`config.mk`:
```
export PLATFORM = sky130hd
export DESIGN_NAME = mbus_arbiter
export DESIGN_NICKNAME = d
export VERILOG_FILES = /design/src/rtl/mbus_arbiter.sv
export SDC_FILE = /design/constraint.sdc
export NUM_CORES = 1
export LEC_CHECK = 0
export BUFFER_PORTS_ARGS = -buffer_cell sky130_fd_sc_hd__buf_2
export CORE_AREA = 3 3 120 122
export CTS_CLUSTER_SIZE = 10
export DETAILED_ROUTE_END_ITERATION = 10
export DIE_AREA = 0 0 123 125
export PLACE_DENSITY_LB_ADDON = 0.25
export SLEW_MARGIN = 30
export SYNTH_ARGS = -nofsm -noshare
export SYNTH_HDL_FRONTEND = slang
export SYNTH_SLANG_ARGS = --single-unit
```
`constraint.sdc`:
```
create_clock -name clk_i -period 3.4 [get_ports clk_i]
set_input_delay 1.02 -clock clk_i [delete_from_list [all_inputs] [get_ports clk_i]]
set_output_delay 1.02 -clock clk_i [all_outputs]
set_load 0.02 [all_outputs]
```
`src/rtl/mbus_arbiter.sv`:
```
// rtl/mbus_arbiter.sv - two-master Wishbone-classic memory bus arbiter with watchdog abort
// Grant is held in registered FSM state; all outputs are muxes selected by that state.
module mbus_arbiter #(
  parameter int FIXED_PRIO = 0,
  parameter int TIMEOUT    = 255,
  parameter int CNT_W      = 16
) (
  input  logic        clk_i,
  input  logic        rst_i,
  input  logic        m0_stb_i,
  input  logic        m0_we_i,
  input  logic [31:0] m0_adr_i,
  input  logic [31:0] m0_dat_i,
  input  logic [3:0]  m0_sel_i,
  output logic [31:0] m0_dat_o,
  output logic        m0_ack_o,
  output logic        m0_err_o,
  input  logic        m1_stb_i,
  input  logic        m1_we_i,
  input  logic [31:0] m1_adr_i,
  input  logic [31:0] m1_dat_i,
  input  logic [3:0]  m1_sel_i,
  output logic [31:0] m1_dat_o,
  output logic        m1_ack_o,
  output logic        m1_err_o,
  output logic        s_stb_o,
  output logic        s_we_o,
  output logic [31:0] s_adr_o,
  output logic [31:0] s_dat_o,
  output logic [3:0]  s_sel_o,
  input  logic [31:0] s_dat_i,
  input  logic        s_ack_i,
  output logic [1:0]  gnt_o
);

  // Encoding doubles as the one-hot grant vector.
  typedef enum logic [1:0] {
    IDLE = 2'b00,
    GNT0 = 2'b01,
    GNT1 = 2'b10
  } state_e;

  localparam logic [CNT_W-1:0] WD_LAST = CNT_W'(TIMEOUT - 1);
  localparam logic [CNT_W-1:0] WD_MAX  = '1;

  state_e           state_q, state_d;
  logic             rr_q, rr_d;
  logic [CNT_W-1:0] wd_q, wd_d;

  logic granted;
  logic sel_m1;
  logic cur_stb;
  logic expire;
  logic wd_err;

  always_comb begin
    granted = (state_q != IDLE);
    sel_m1  = (state_q == GNT1);
    cur_stb = sel_m1 ? m1_stb_i : m0_stb_i;
    expire  = granted && (wd_q == WD_LAST);
    wd_err  = expire && cur_stb && !s_ack_i;
  end

  always_comb begin
    s_stb_o  = 1'b0;
    s_we_o   = 1'b0;
    s_adr_o  = '0;
    s_dat_o  = '0;
    s_sel_o  = '0;
    m0_dat_o = '0;
    m0_ack_o = 1'b0;
    m0_err_o = 1'b0;
    m1_dat_o = '0;
    m1_ack_o = 1'b0;
    m1_err_o = 1'b0;
    if (granted) begin
      // The expiring cycle withdraws the strobe so the slave sees the abort.
      s_stb_o = cur_stb && !expire;
      s_we_o  = sel_m1 ? m1_we_i  : m0_we_i;
      s_adr_o = sel_m1 ? m1_adr_i : m0_adr_i;
      s_dat_o = sel_m1 ? m1_dat_i : m0_dat_i;
      s_sel_o = sel_m1 ? m1_sel_i : m0_sel_i;
      if (sel_m1) begin
        m1_dat_o = s_dat_i;
        m1_ack_o = s_ack_i;
        m1_err_o = wd_err;
      end else begin
        m0_dat_o = s_dat_i;
        m0_ack_o = s_ack_i;
        m0_err_o = wd_err;
      end
    end
  end

  assign gnt_o = state_q;

  always_comb begin
    state_d = state_q;
    rr_d    = rr_q;
    wd_d    = wd_q;
    unique case (state_q)
      IDLE: begin
        wd_d = '0;
        if (m0_stb_i && m1_stb_i) begin
          state_d = ((FIXED_PRIO != 0) || !rr_q) ? GNT0 : GNT1;
        end else if (m0_stb_i) begin
          state_d = GNT0;
        end else if (m1_stb_i) begin
          state_d = GNT1;
        end
      end
      GNT0, GNT1: begin
        if (s_ack_i) begin
          state_d = IDLE;
          rr_d    = !sel_m1;
        end else if (!cur_stb) begin
          state_d = IDLE;
        end else if (expire) begin
          state_d = IDLE;
          rr_d    = !sel_m1;
        end else if (wd_q != WD_MAX) begin
          wd_d = wd_q + 1'b1;
        end
      end
      default: state_d = IDLE;
    endcase
  end

  always_ff @(posedge clk_i or negedge rst_i) begin
    if (!rst_i) begin
      state_q <= IDLE;
      rr_q    <= 1'b0;
      wd_q    <= '0;
    end else begin
      state_q <= state_d;
      rr_q    <= rr_d;
      wd_q    <= wd_d;
    end
  end

endmodule
```
## After elaboration in Yosys (flattened, before gate mapping)

Cells that the tools add are included.

| word-level totals | value |
|---|---|
| register bits after elaboration | 19 |
| latch bits | 0 |
| memory bits (writable) | 0 |
| ROM bits | 0 |
| bits of input ports | 175 |
| output and inout bits | 140 |
| logic and storage cells | 69 |
| memories | 0 |

| operators by class | value |
|---|---|
| $add $sub $neg | 1 |
| multipliers | 0 |
| div/mod/pow operators | 0 |
| magnitude comparators | 0 |
| eq/ne operators | 10 |
| shift-type cells | 0 |
| multiplexer cells | 38 |
| bitwise logic cells | 0 |
| reductions and logical operators | 17 |

Operators with widths:

| cell | number |
|---|---|
| $mux W32 | 8 |
| $mux W16 | 4 |
| $pmux W16 S2 | 1 |
| $add A16 B1 Y16 const B | 1 |
| $eq A16 B8 Y1 const B | 1 |
| $ne A16 B16 Y1 const B | 1 |
| $mux W1 | 15 |
| $mux W2 | 7 |
| $mux W4 | 2 |
| $ne A2 B2 Y1 const B | 4 |
| $ne A4 B4 Y1 const B | 2 |
| $reduce_bool A2 Y1 | 4 |
| $logic_and A1 B1 Y1 | 5 |
| $reduce_and A5 Y1 | 1 |
| $pmux W2 S2 | 1 |
| $logic_not A1 Y1 | 3 |
| $reduce_and A3 Y1 | 1 |
| $eq A2 B1 Y1 const B | 1 |
| $eq A2 B2 Y1 const B | 1 |
| $logic_not A2 Y1 | 1 |
| $reduce_and A2 Y1 | 1 |
| $reduce_or A2 Y1 | 1 |

## Depth between registers and ports, before layout

Gate-level depths: netlist of the first run.

| depth | value |
|---|---|
| depth after elaboration | 6 |
| mapped depth | 9 |
| depth with buffers taken out | 7 |

## Worst setup path before layout of the first run

Ideal clock, no wire load.

| timing | value |
|---|---|
| path kind | reg2out |
| start | register state_q[0] (netlist: gnt_o[0]) |
| end | output m1_err_o |
| data arrival time | 2.263 ns |
| required time | 2.380 ns |
| setup slack | 0.117 ns |
| stages on the path, launching flop included | 8 |
| path buffers | 2 |
| path through | dfrtp_1 inv_1 ha_1 clkbuf_1 nor4_1 nand4b_1 buf_2 nor4b_1 |

| between the ends | value |
|---|---|
| word-level cells in the longest chain between the ends | 6 |
| elaborated cells on any way between the ends | 8 |
| classes of those cells | eq/ne: 1; mux: 3; reduce/logical: 4 |

Ends and longest elaborated chain:

| what | line | RTL |
|---|---|---|
| from (decl) | 46 | `state_e state_q, state_d;` |
| from (signal assigned) | 135 | `state_q <= state_d;` |
| $eq A2 B2 Y1 / $reduce_bool A2 Y1 (equally long branches) | 58, 57 |  |
| $mux W1 / $logic_and A1 B1 Y1 (equally long branches) | 59, 60 |  |
| $logic_and A1 B1 Y1 (2 in series) | 61 | `wd_err = expire && cur_stb && !s_ack_i;` |
| $mux W1 | 83 | `if (sel_m1) begin` |
| $mux W1 (*) | 76 | `if (granted) begin` |
| to (decl) | 25 | `output logic m1_err_o,` |

Every way passes the cells marked *; elsewhere a longest branch is shown, timed or not.

## Worst setup path after layout of the first run

| timing | value |
|---|---|
| start | register state_q[0] (netlist: gnt_o[0]) |
| end | output s_dat_o[5] |

| between the ends | value |
|---|---|
| word-level cells in the longest chain between the ends | 3 |
| elaborated cells on any way between the ends | 4 |
| classes of those cells | eq/ne: 1; mux: 2; reduce/logical: 1 |

Ends and longest elaborated chain:

| what | line | RTL |
|---|---|---|
| $eq A2 B2 Y1 | 58 | `sel_m1 = (state_q == GNT1);` |
| $mux W32 | 81 | `s_dat_o = sel_m1 ? m1_dat_i : m0_dat_i;` |
| $mux W32 (*) | 76 |  |
| to (decl) | 29 | `output logic [31:0] s_dat_o,` |

Marked as above.

==> results of run 1 <==
-- worst register-to-register path: stages (launching register included) --
cell and delay, ps:
sky130_fd_sc_hd__dfrtp_1 420, sky130_fd_sc_hd__inv_1 80, sky130_fd_sc_hd__ha_2 540, sky130_fd_sc_hd__inv_2 180, sky130_fd_sc_hd__nor3_4 220, sky130_fd_sc_hd__nand2_1 320, sky130_fd_sc_hd__or4_1 570, sky130_fd_sc_hd__nand3_1 90
-- logic make-up after synthesis --
| family | count (synthesis) | share of synthesized area |
|---|---|---|
| AND/OR/NAND/NOR | 201 | 0.386 |
| multiplexers | 72 | 0.263 |
| buffers and inverters | 40 | 0.0618 |
| AO/OA/AOI/OAI | 34 | 0.0933 |
| flip-flops | 19 | 0.174 |
| adder cells (fa/ha/maj) | 4 | 0.0183 |
| XOR/XNOR | 1 | 0.00320 |
-- final timing paths --
path / start / slack, ps / to
worst min-delay path: wd_q[3]$_DFFE_PN0P_ / 540 / wd_q[3]$_DFFE_PN0P_
worst max-delay path: gnt_o[0]$_DFFE_PN0P_ / 190 / s_dat_o[5]
min in group asynchronous: rst_i / 720 / wd_q[5]$_DFFE_PN0P_
worst max register to register: gnt_o[1]$_DFFE_PN0P_ / 910 / wd_q[12]$_DFFE_PN0P_
max in group asynchronous: rst_i / 2350 / wd_q[1]$_DFFE_PN0P_
worst min register to register: wd_q[3]$_DFFE_PN0P_ / 540 / wd_q[3]$_DFFE_PN0P_
-- metal layers --
| metal | routed length, µm | up-vias | global-route usage | share of wire |
|---|---|---|---|---|
| met3 | 1930 | 11 | 0.0687 | 0.14 |
| met1 | 4800 | 1711 | 0.172 | 0.36 |
| met4 | 86 | 0 | 0.0182 | 0.0064 |
| met5 | 0 | - | 0 | 0 |
| met2 | 6590 | 221 | 0.297 | 0.49 |
| li1 | - | 1882 | - | - |
-- power breakdown --
group	internal, W	switching [W]
clock network	0.000160	0.0000866
logic	0.00109	0.00210
registers	0.000253	0.0000266
total	0.00150	0.00221
-- final cells by class --
cell class / instances / area (µm²) / area share
timing repair buffer: 322 / 1640 / 0.360
tap: 176 / 220 / 0.0482
clock buffer: 4 / 78.8 / 0.0173
antenna: 1 / 2.50 / 0.000548
sequential: 19 / 475 / 0.104
inverter: 10 / 37.5 / 0.00822
multi-input combinational: 312 / 2110 / 0.461
-- synth_stat cells, types with 2 or more instances --
master / count / area (µm²)
sky130_fd_sc_hd__buf_2: 3 / 15.0
sky130_fd_sc_hd__or4_1: 2 / 15.0
sky130_fd_sc_hd__mux2i_1: 72 / 721
sky130_fd_sc_hd__nor3_1: 3 / 15.0
sky130_fd_sc_hd__nor4_1: 6 / 37.5
sky130_fd_sc_hd__dfrtp_1: 19 / 475
sky130_fd_sc_hd__o211a_1: 3 / 30.0
sky130_fd_sc_hd__nor4b_1: 2 / 17.5
sky130_fd_sc_hd__and2_1: 67 / 419
sky130_fd_sc_hd__o21ai_1: 2 / 10.0
sky130_fd_sc_hd__a211o_1: 3 / 26.3
sky130_fd_sc_hd__o211ai_1: 5 / 37.5
sky130_fd_sc_hd__nor2_1: 76 / 285
sky130_fd_sc_hd__nand2_1: 13 / 48.8
sky130_fd_sc_hd__nand4_1: 10 / 62.6
sky130_fd_sc_hd__inv_1: 9 / 33.8
sky130_fd_sc_hd__a31oi_1: 3 / 18.8
sky130_fd_sc_hd__ha_1: 4 / 50.1
sky130_fd_sc_hd__nand3_1: 13 / 65.1
sky130_fd_sc_hd__buf_6: 2 / 22.5
sky130_fd_sc_hd__nand4_2: 2 / 25.0
sky130_fd_sc_hd__a21o_1: 2 / 15.0
sky130_fd_sc_hd__o21ai_0: 3 / 15.0
sky130_fd_sc_hd__o31ai_1: 2 / 15.0
sky130_fd_sc_hd__clkbuf_1: 24 / 90.1
sky130_fd_sc_hd__a21oi_1: 5 / 25.0
-- sequential cells by signal (all words and copies together) (netlist names) --
register  flops
rr_q          1
wd_q         16
gnt_o         2
-- stage by stage --
stage,hold WS [ps],instance area (µm²),instances,util,total power (W)
after floorplan,488,2740,371,-,0.00242
after global placement,534,4480,839,0.337,0.00347
after detailed placement,527,4480,839,0.337,0.00350
after CTS,535,4560,843,0.343,0.00376
after global routing,563,4560,844,0.343,0.00401
final,538,4560,844,0.343,0.00371
==> results.txt, run 1 <==
----------------------------------------------------
[Yosys]
  Synthesized instance count ... 371
  Nets in the synthesized netlist ... 550
  Average footprint of a synthesized cell ... around 7.4 µm²
  Synthesized area ... around 0.0027 mm²
  Syn. warnings ... 0
  Predominant post-synthesis flop cell ... sky130_fd_sc_hd__dfrtp_1
  Number of synthesized flops with an enable pin ... 0
  Post-synthesis async set-or-reset flop share ... 1.00
  Count of distinct cell types in the synthesized netlist ... 42
  Post-synthesis sequential element count ... 19
  Fraction of the yosys area taken by sequential cells ... 0.174

[Min path]
  Worst hold path stage count ... 1
  Class of the most critical hold timing path ... reg -> reg

[Timing]
  Post-route setup slack ... ~190 ps
  Slew Limit Headroom ... 0.488
  Count of final hold-check violations ... 0
  Minimum clock period ... approximately 3200 ps
  Clock skew after layout ... around 1.3 ps
  Measured slew at the worst slew-check pin ... approximately 770 ps
  Max Clock Freq ... between 300 and 400 MHz
  Final worst-path cycle share ... 0.944
  RSZ-0062 raised after global routing ... no
  Count of endpoints failing setup in the final report ... 0
  Setup_tns ... 0 ps
  Max Slew Vio Count ... 0

[Routing]
  Via count normalized by instance count ... about 4.5
  Post-DR wirelength/cell ... roughly 16 µm
  Total Wirelength ... approximately 13 mm
  Drt initial violations ... around 130
  First-pass iteration count of the detailed router ... 4
  Routed Antenna Nets ... 0
  Via total after detailed routing ... roughly 3800
  Drc violations ... 0

[Clock tree]
  Number of levels the H-tree was split into ... 1
  Count of hold buffers inserted by post-cts repair ... 0
  Clock sink total ... 19
  CTS tree ... done
  Worst skew pair latency ... ~250 ps
  Number of buffers on the longest clock path ... 2
  Number of gates resized after CTS ... 0
  Post-CTS Setup Inserts ... 0
  Clock-pin slew on the worst setup and hold paths ... approximately 50 ps
  CTS root buffer ... sky130_fd_sc_hd__clkbuf_16
  Num CTS Buffers ... 3

[Critical path]
  Crit path depth ... 6
  Sum of buffers and inverters on the critical path ... 3
  Largest delay share family, worst path ... buffers and inverters
  CP max stage delay ... around 420 ps
  CP Cell Sequence ... inv_1 -> ha_4 -> buf_12 -> mux2i_1 -> nor2_1 -> buf_2
  WP data required ... roughly 2400 ps
  Start-to-end type of the worst setup path ... reg -> out
  Worst path arrival time ... 2190 ps
  Cell at the slowest stage of the critical path ... sky130_fd_sc_hd__ha_4
  Capturing element type of the critical path ... primary output
  Max FO, Critical Path ... 54
  Critical Path Source Type ... flip-flop
  Worst Reg2Reg Path Length in Cells ... 7

[Power]
  Power density normalized to cell area ... between 800 and 900 mW/mm²
  Pleak ... approximately 2.6 nW
  VDD IR-drop max ... just over 0.4 mV

[Floorplan]
  Area enclosed by the die boundary ... between 0.015 and 0.02 mm²
  Floorplan core area ... around 0.013 mm²
  Standard-cell row count ... 42
  Number of top-level design ports ... approximately 320
  Die extent in x ... roughly 120 µm
  Die Span Y ... approximately 130 µm
  Initial core utilization ... 0.206

[Global routing]
  Maximum number of pins on one net before global-route repair ... between 70 and 80
  Total overflow reported by the global router ... 0
  Vias in the first global route ... approximately 3800
  Global-route wire length before repair ... around 20 mm
  Initial antenna violation count ... 2
  Combined global-route utilization of all metal layers ... 0.160

[Placed design]
  HPWL reported at the end of detailed placement ... about 11 mm
  Pre-CTS WS ... 410 ps
  Routability Congestion ... between 0.9 and 1
  Number of buffers added on ports ... 314

[Run]
  Max_cap viols ... 0

[Finish]
  Number of nets in the layout ... 847
  Share of layout cells above drive strength 1 ... 0.499
  Filler Cell Count ... ~1400
  Commonest non-fill, non-tap cells in the layout ... sky130_fd_sc_hd__buf_2 (314), sky130_fd_sc_hd__nor2_1 (76), sky130_fd_sc_hd__mux2i_1 (72), sky130_fd_sc_hd__and2_1 (67), sky130_fd_sc_hd__dfrtp_1 (19)
  Layout area overhead ... 66.9%
  Leading cell type in the layout, fill and taps excluded ... sky130_fd_sc_hd__buf_2

[Status]
  Run status ... complete, no violations

----------------------------------------------------
Note: power is estimated with default switching activity, not from simulation.
==> inputs of run 2 (changes only) <==
- ABC_AREA: unset -> 1
- CTS_CLUSTER_SIZE: 10 -> unset
==> results.txt, run 2 <==
----------------------------------------------------
[Status]
  Run status ... complete, no violations

[Timing]
  RSZ-0062 raised after global routing ... no
  Minimum clock period ... a little over 3000 ps
  Count of endpoints failing setup in the final report ... 0
  Slew Limit Headroom ... 0.475
  Clock skew after layout ... ~7 ps
  Setup_tns ... 0 ps
  Post-route setup slack ... between 300 and 400 ps
  Max Clock Freq ... around 330 MHz
  Count of final hold-check violations ... 0
  Max Slew Vio Count ... 0
  Final worst-path cycle share ... 0.898
  Measured slew at the worst slew-check pin ... between 700 and 800 ps

[Yosys]
  Multiplexer area fraction after synthesis ... 0
  Post-synthesis async set-or-reset flop share ... 1.00
  Synth area leader ... sky130_fd_sc_hd__nand2_1
  Largest cells by area after synthesis ... sky130_fd_sc_hd__nand2_1 (28%), sky130_fd_sc_hd__dfrtp_1 (17%), sky130_fd_sc_hd__a21oi_1 (14%), sky130_fd_sc_hd__nor2_1 (11%), sky130_fd_sc_hd__inv_1 (8.1%)
  Synth cell count leaders ... sky130_fd_sc_hd__nand2_1 (206), sky130_fd_sc_hd__nor2_1 (85), sky130_fd_sc_hd__a21oi_1 (77)
  Portion of synthesized cell area occupied by the leading cell type ... 0.277
  Number of synthesized flops with an enable pin ... 0
  Predominant post-synthesis flop cell ... sky130_fd_sc_hd__dfrtp_1
  Post-synthesis sequential element count ... 19
  Synthesized area ... between 0.002 and 0.003 mm²
  Count of distinct cell types in the synthesized netlist ... 27
  Syn. warnings ... 0
  Synthesized instance count ... 552
  Fraction of the yosys area taken by sequential cells ... 0.170
  Post-Synth Adder-Cell Area ... 0.0179
  Dominant combinational cell family by area after synthesis ... simple AND/OR/NAND/NOR gates
  Compound-cell area share of the yosys netlist ... 0.158
  Nets in the synthesized netlist ... ~730
  Simple-Gate Fraction of Synth Area ... 0.512
  Average footprint of a synthesized cell ... slightly above 5 µm²
  XOR/XNOR Fraction of Synth Area ... 0.00628
  Most numerous cell in the Yosys netlist ... sky130_fd_sc_hd__nand2_1

[Finish]
  Final Util ... 0.345
  Final cell count without fillers ... 1022
  Leading cell type in the layout, fill and taps excluded ... sky130_fd_sc_hd__buf_2
  Commonest non-fill, non-tap cells in the layout ... sky130_fd_sc_hd__buf_2 (314), sky130_fd_sc_hd__nand2_1 (206), sky130_fd_sc_hd__nor2_1 (85), sky130_fd_sc_hd__a21oi_1 (77), sky130_fd_sc_hd__inv_1 (60)
  Layout area overhead ... 64.7%
  Number of nets in the layout ... between 1000 and 1500
  Filler Cell Count ... between 1500 and 2000
  Flip-flop count of the largest register, all copies and words added ... 16
  Share of layout cells above drive strength 1 ... 0.409
  Top reg by flops ... wd_q

[Global routing]
  Global-route wire length before repair ... 22.5 mm
  Combined global-route utilization of all metal layers ... 0.181
  Maximum number of pins on one net before global-route repair ... 73
  Total overflow reported by the global router ... 0
  Vias in the first global route ... between 4000 and 5000
  Initial antenna violation count ... 2

[Floorplan]
  Standard-cell row count ... 42
  Die Span Y ... about 130 µm
  Number of top-level design ports ... around 320
  Initial core utilization ... 0.210
  Area enclosed by the die boundary ... roughly 0.015 mm²
  Floorplan core area ... 0.0133 mm²
  Die extent in x ... between 100 and 150 µm

[Power]
  Pleak ... just under 3 nW
  VDD IR-drop max ... 0.422 mV
  Post-route total power ... between 0.003 and 0.004 W
  Power density normalized to cell area ... 762 mW/mm²

[Critical path]
  Max FO, Critical Path ... 66
  Cell at the slowest stage of the critical path ... sky130_fd_sc_hd__dfrtp_1
  Critical Path Source Type ... flip-flop
  CP Cell Sequence ... inv_1 -> ha_2 -> inv_2 -> buf_12 -> nand2_1 -> a21oi_1 -> buf_2
  WP data required ... approximately 2400 ps
  Minimum setup slack among reg-to-reg paths ... approximately 1200 ps
  Worst path arrival time ... between 2000 and 2500 ps
  CP max stage delay ... about 370 ps
  Worst Reg2Reg Path Length in Cells ... 7
  Start-to-end type of the worst setup path ... reg -> out
  Capturing element type of the critical path ... primary output
  Critical R2R Capture ... wd_q[7]$_DFFE_PN0P_
  Startpoint of the worst register-to-register path ... gnt_o[0]$_DFFE_PN0P_

[Routing]
  First-pass iteration count of the detailed router ... 4
  Routed Antenna Nets ... 0
  Post-DR wirelength/cell ... 14.6 µm
  Drt initial violations ... around 250
  Via count normalized by instance count ... between 4 and 5
  Via total after detailed routing ... 4358
  Drc violations ... 0
  Total Wirelength ... between 10 and 15 mm

[Clock tree]
  Number of buffers on the longest clock path ... 2
  Num CTS Buffers ... 3
  Clock sink total ... 19
  Number of levels the H-tree was split into ... 1
  CTS tree ... done
  Number of gates resized after CTS ... 0
  CTS root buffer ... sky130_fd_sc_hd__clkbuf_16
  Count of hold buffers inserted by post-cts repair ... 0
  Post-CTS Setup Inserts ... 0
  Worst skew pair latency ... approximately 260 ps
  Clock-pin slew on the worst setup and hold paths ... approximately 60 ps

[Min path]
  Hold Path Sink ... wd_q[10]$_DFFE_PN0P_
  Worst hold path stage count ... 2
  Start point of the worst min-delay path ... wd_q[10]$_DFFE_PN0P_
  Class of the most critical hold timing path ... reg -> reg

[Placed design]
  HPWL reported at the end of detailed placement ... between 10 and 15 mm
  Number of buffers added on ports ... about 310
  Routability Congestion ... 0.891
  Pre-CTS WS ... ~360 ps
  Total instance count after detailed placement ... around 1000

[Run]
  Max_cap viols ... 0

----------------------------------------------------
==> run 2: routing by layer <==
layer | global-route usage | share of wire | wire length [µm] | vias up
li1 | - | - | - | 2290
met1 | 0.213 | 0.39 | 5820 | 1902
met2 | 0.336 | 0.52 | 7800 | 150
met3 | 0.0443 | 0.071 | 1060 | 14
met4 | 0.0267 | 0.013 | 191 | 2
met5 | 0 | 0.00087 | 13 | -
==> run 2: how the worst max path moves through the flow <==
| stage | start | endpoint | cells past startpoint |
|---|---|---|---|
| finish | gnt_o[0]$_DFFE_PN0P_ | s_adr_o[23] | 7 |
| detailed placement | m1_stb_i | m0_err_o | 9 |
| CTS | gnt_o[0]$_DFFE_PN0P_ | s_adr_o[31] | 6 |
| floorplan | gnt_o[0]$_DFFE_PN0P_ | s_adr_o[23] | 7 |
| global route | gnt_o[0]$_DFFE_PN0P_ | s_adr_o[31] | 6 |
| global placement | m1_stb_i | m0_err_o | 9 |
==> run 2: power by group <==
group | total (W) | internal [W] | switching [W]
Sequential | 0.000284 | 0.000254 | 0.0000307
Combinational | 0.00296 | 0.000837 | 0.00213
Clock | 0.000253 | 0.000158 | 0.0000946
==> run 2: area by class of cell <==
cell class / instances / area, µm² / share of cell area
timing repair buffer: 321 / 1640 / 0.356
inverter: 62 / 233 / 0.0507
tap: 176 / 220 / 0.0479
clock inverter: 1 / 5.00 / 0.00109
multi-input combinational: 438 / 1940 / 0.423
sequential: 19 / 475 / 0.104
antenna: 2 / 5.00 / 0.00109
clock buffer: 3 / 75.1 / 0.0163
==> run 2: cell families after synthesis <==
logic type / after synthesis
AOI/OAI and AO/OA: 88
xor gates and xnor gates: 2
adders and majority gates: 4
buffers and inverters: 95
DFF: 19
and+or+nand+nor: 344
==> run 2: per-stage QoR <==
stage | hold WS (ps) | area [µm²]
2_1_floorplan | 476 | 2790
4_1_cts | 514 | 4590
5_1_grt | 565 | 4590
6_report | 510 | 4590
3_3_place_gp | 488 | 4510
3_5_place_dp | 501 | 4510
==> run 2: critical path: cells and delay by family (launching register included) <==
family	cells	cell delay, ps
compound gates	1	190
fa+ha+maj	1	280
buf+inv	4	810
flops	1	370
simple gates	1	80
==> inputs of run 3 (changes only) <==
- clock period: 3.4 -> 3.65 ns (I/O delays scaled with it)
==> results.txt, run 3 (synthesis results as in run 2) <==
----------------------------------------------------
[Status]
  Run status ... complete, no violations

[Timing]
  Max Slew Vio Count ... 0
  Post-route setup slack ... between 300 and 400 ps
  Count of final hold-check violations ... 0
  Count of endpoints failing setup in the final report ... 0
  RSZ-0062 raised after global routing ... no
  Minimum clock period ... 3330 ps
  Measured slew at the worst slew-check pin ... approximately 770 ps
  Setup_tns ... 0 ps
  Final worst-path cycle share ... 0.913
  Max Clock Freq ... 300 MHz
  Clock skew after layout ... between 4 and 5 ps
  Slew Limit Headroom ... 0.485

[Min path]
  Hold Path Sink ... gnt_o[0]$_DFFE_PN0P_
  Class of the most critical hold timing path ... reg -> reg
  Worst hold path stage count ... 2
  Start point of the worst min-delay path ... gnt_o[0]$_DFFE_PN0P_

[Global routing]
  Maximum number of pins on one net before global-route repair ... 73
  Combined global-route utilization of all metal layers ... 0.185
  Global-route wire length before repair ... between 20 and 25 mm
  Vias in the first global route ... between 4000 and 5000
  Initial antenna violation count ... 5
  Total overflow reported by the global router ... 0

[Floorplan]
  Number of top-level design ports ... roughly 320
  Die extent in x ... ~120 µm
  Area enclosed by the die boundary ... 0.0154 mm²
  Die Span Y ... 125 µm
  Floorplan core area ... approximately 0.013 mm²
  Standard-cell row count ... 42
  Initial core utilization ... 0.210

[Critical path]
  Start-to-end type of the worst setup path ... in -> out
  WP data required ... approximately 2600 ps
  Critical R2R Capture ... wd_q[9]$_DFFE_PN0P_
  Worst Reg2Reg Path Length in Cells ... 7
  Critical Path Source Type ... primary input
  Minimum setup slack among reg-to-reg paths ... roughly 1500 ps
  Capturing element type of the critical path ... primary output
  Max FO, Critical Path ... 2
  Worst path arrival time ... 2240 ps
  Startpoint of the worst register-to-register path ... gnt_o[0]$_DFFE_PN0P_

[Run]
  Max_cap viols ... 0

[Power]
  VDD IR-drop max ... ~0.28 mV
  Pleak ... ~3.0 nW
  Post-route total power ... 0.00325 W
  Power density normalized to cell area ... around 710 mW/mm²

[Placed design]
  Number of buffers added on ports ... about 310
  HPWL reported at the end of detailed placement ... roughly 13 mm
  Total instance count after detailed placement ... about 1000
  Routability Congestion ... between 0.8 and 0.9
  Pre-CTS WS ... about 310 ps

[Routing]
  Via count normalized by instance count ... 4.34
  Total Wirelength ... approximately 15 mm
  Drc violations ... 0
  First-pass iteration count of the detailed router ... 5
  Drt initial violations ... 247
  Via total after detailed routing ... 4437
  Routed Antenna Nets ... 0
  Post-DR wirelength/cell ... 14.7 µm

[Finish]
  Share of layout cells above drive strength 1 ... 0.409
  Layout area overhead ... 64.7%
  Commonest non-fill, non-tap cells in the layout ... sky130_fd_sc_hd__buf_2 (314), sky130_fd_sc_hd__nand2_1 (206), sky130_fd_sc_hd__nor2_1 (85), sky130_fd_sc_hd__a21oi_1 (77), sky130_fd_sc_hd__inv_1 (60)
  Filler Cell Count ... approximately 1600
  Final Util ... 0.345
  Top reg by flops ... wd_q
  Flip-flop count of the largest register, all copies and words added ... 16
  Leading cell type in the layout, fill and taps excluded ... sky130_fd_sc_hd__buf_2
  Number of nets in the layout ... between 1000 and 1500
  Final cell count without fillers ... roughly 1000

[Clock tree]
  CTS tree ... done
  Count of hold buffers inserted by post-cts repair ... 0
  CTS root buffer ... sky130_fd_sc_hd__clkbuf_16
  Post-CTS Setup Inserts ... 0
  Worst skew pair latency ... between 200 and 300 ps
  Number of levels the H-tree was split into ... 1
  Number of buffers on the longest clock path ... 2
  Clock sink total ... 19
  Number of gates resized after CTS ... 0
  Num CTS Buffers ... 3
  Clock-pin slew on the worst setup and hold paths ... ~60 ps

----------------------------------------------------
[run 3: cell counts in the layout (fill, tap and decap cells not counted)]
No cell type changed its count.
[run 3: cell type report]
type	instances	area [µm²]	area share
diodes	2	5.00	0.00109
clock inverters	1	5.00	0.00109
repair buffers	321	1640	0.356
inverters	62	233	0.0507
multi-input cells	438	1940	0.423
flip-flops and latches	19	475	0.104
clock buffers	3	75.1	0.0163
well taps	176	220	0.0479
[run 3: per-layer routing]
metal  vias up  global-route usage  wire length, µm
met4         6              0.0515              350
li1       2288                   -                -
met5         -                   0               47
met1      1954               0.217             5680
met3        27              0.0452             1080
met2       162               0.333             7860
[run 3: through the flow]
stage	instance area [µm²]	hold slack [ps]
floorplan	2790	476
global placement	4510	497
detailed placement	4510	504
CTS	4590	520
global route	4590	569
finish	4590	516
[run 3: power breakdown]
part | switching, W | total (W) | internal, W
Combinational | 0.00198 | 0.00276 | 0.000778
Sequential | 0.0000278 | 0.000264 | 0.000236
Clock | 0.0000804 | 0.000227 | 0.000147
Total | 0.00209 | 0.00325 | 0.00116
[run 3: worst max path at each step]
| stage | startpoint | to | slack, ps | depth (start not counted) |
|---|---|---|---|---|
| after detailed placement | m0_stb_i | m0_err_o | 310 | 6 |
| after floorplan | m1_stb_i | m0_err_o | 790 | 6 |
| final | m0_stb_i | m0_err_o | 320 | 6 |
| after CTS | m0_stb_i | m0_err_o | 310 | 6 |
| after global routing | m0_stb_i | m0_err_o | 200 | 6 |
| after global placement | m0_stb_i | m0_err_o | 320 | 6 |
[run 3: critical path, stage by stage]
cell and delay (ps):
sky130_fd_sc_hd__buf_2 110, sky130_fd_sc_hd__o21ai_0 490, sky130_fd_sc_hd__inv_1 130, sky130_fd_sc_hd__nand4_1 200, sky130_fd_sc_hd__nor2_1 50, sky130_fd_sc_hd__buf_2 170
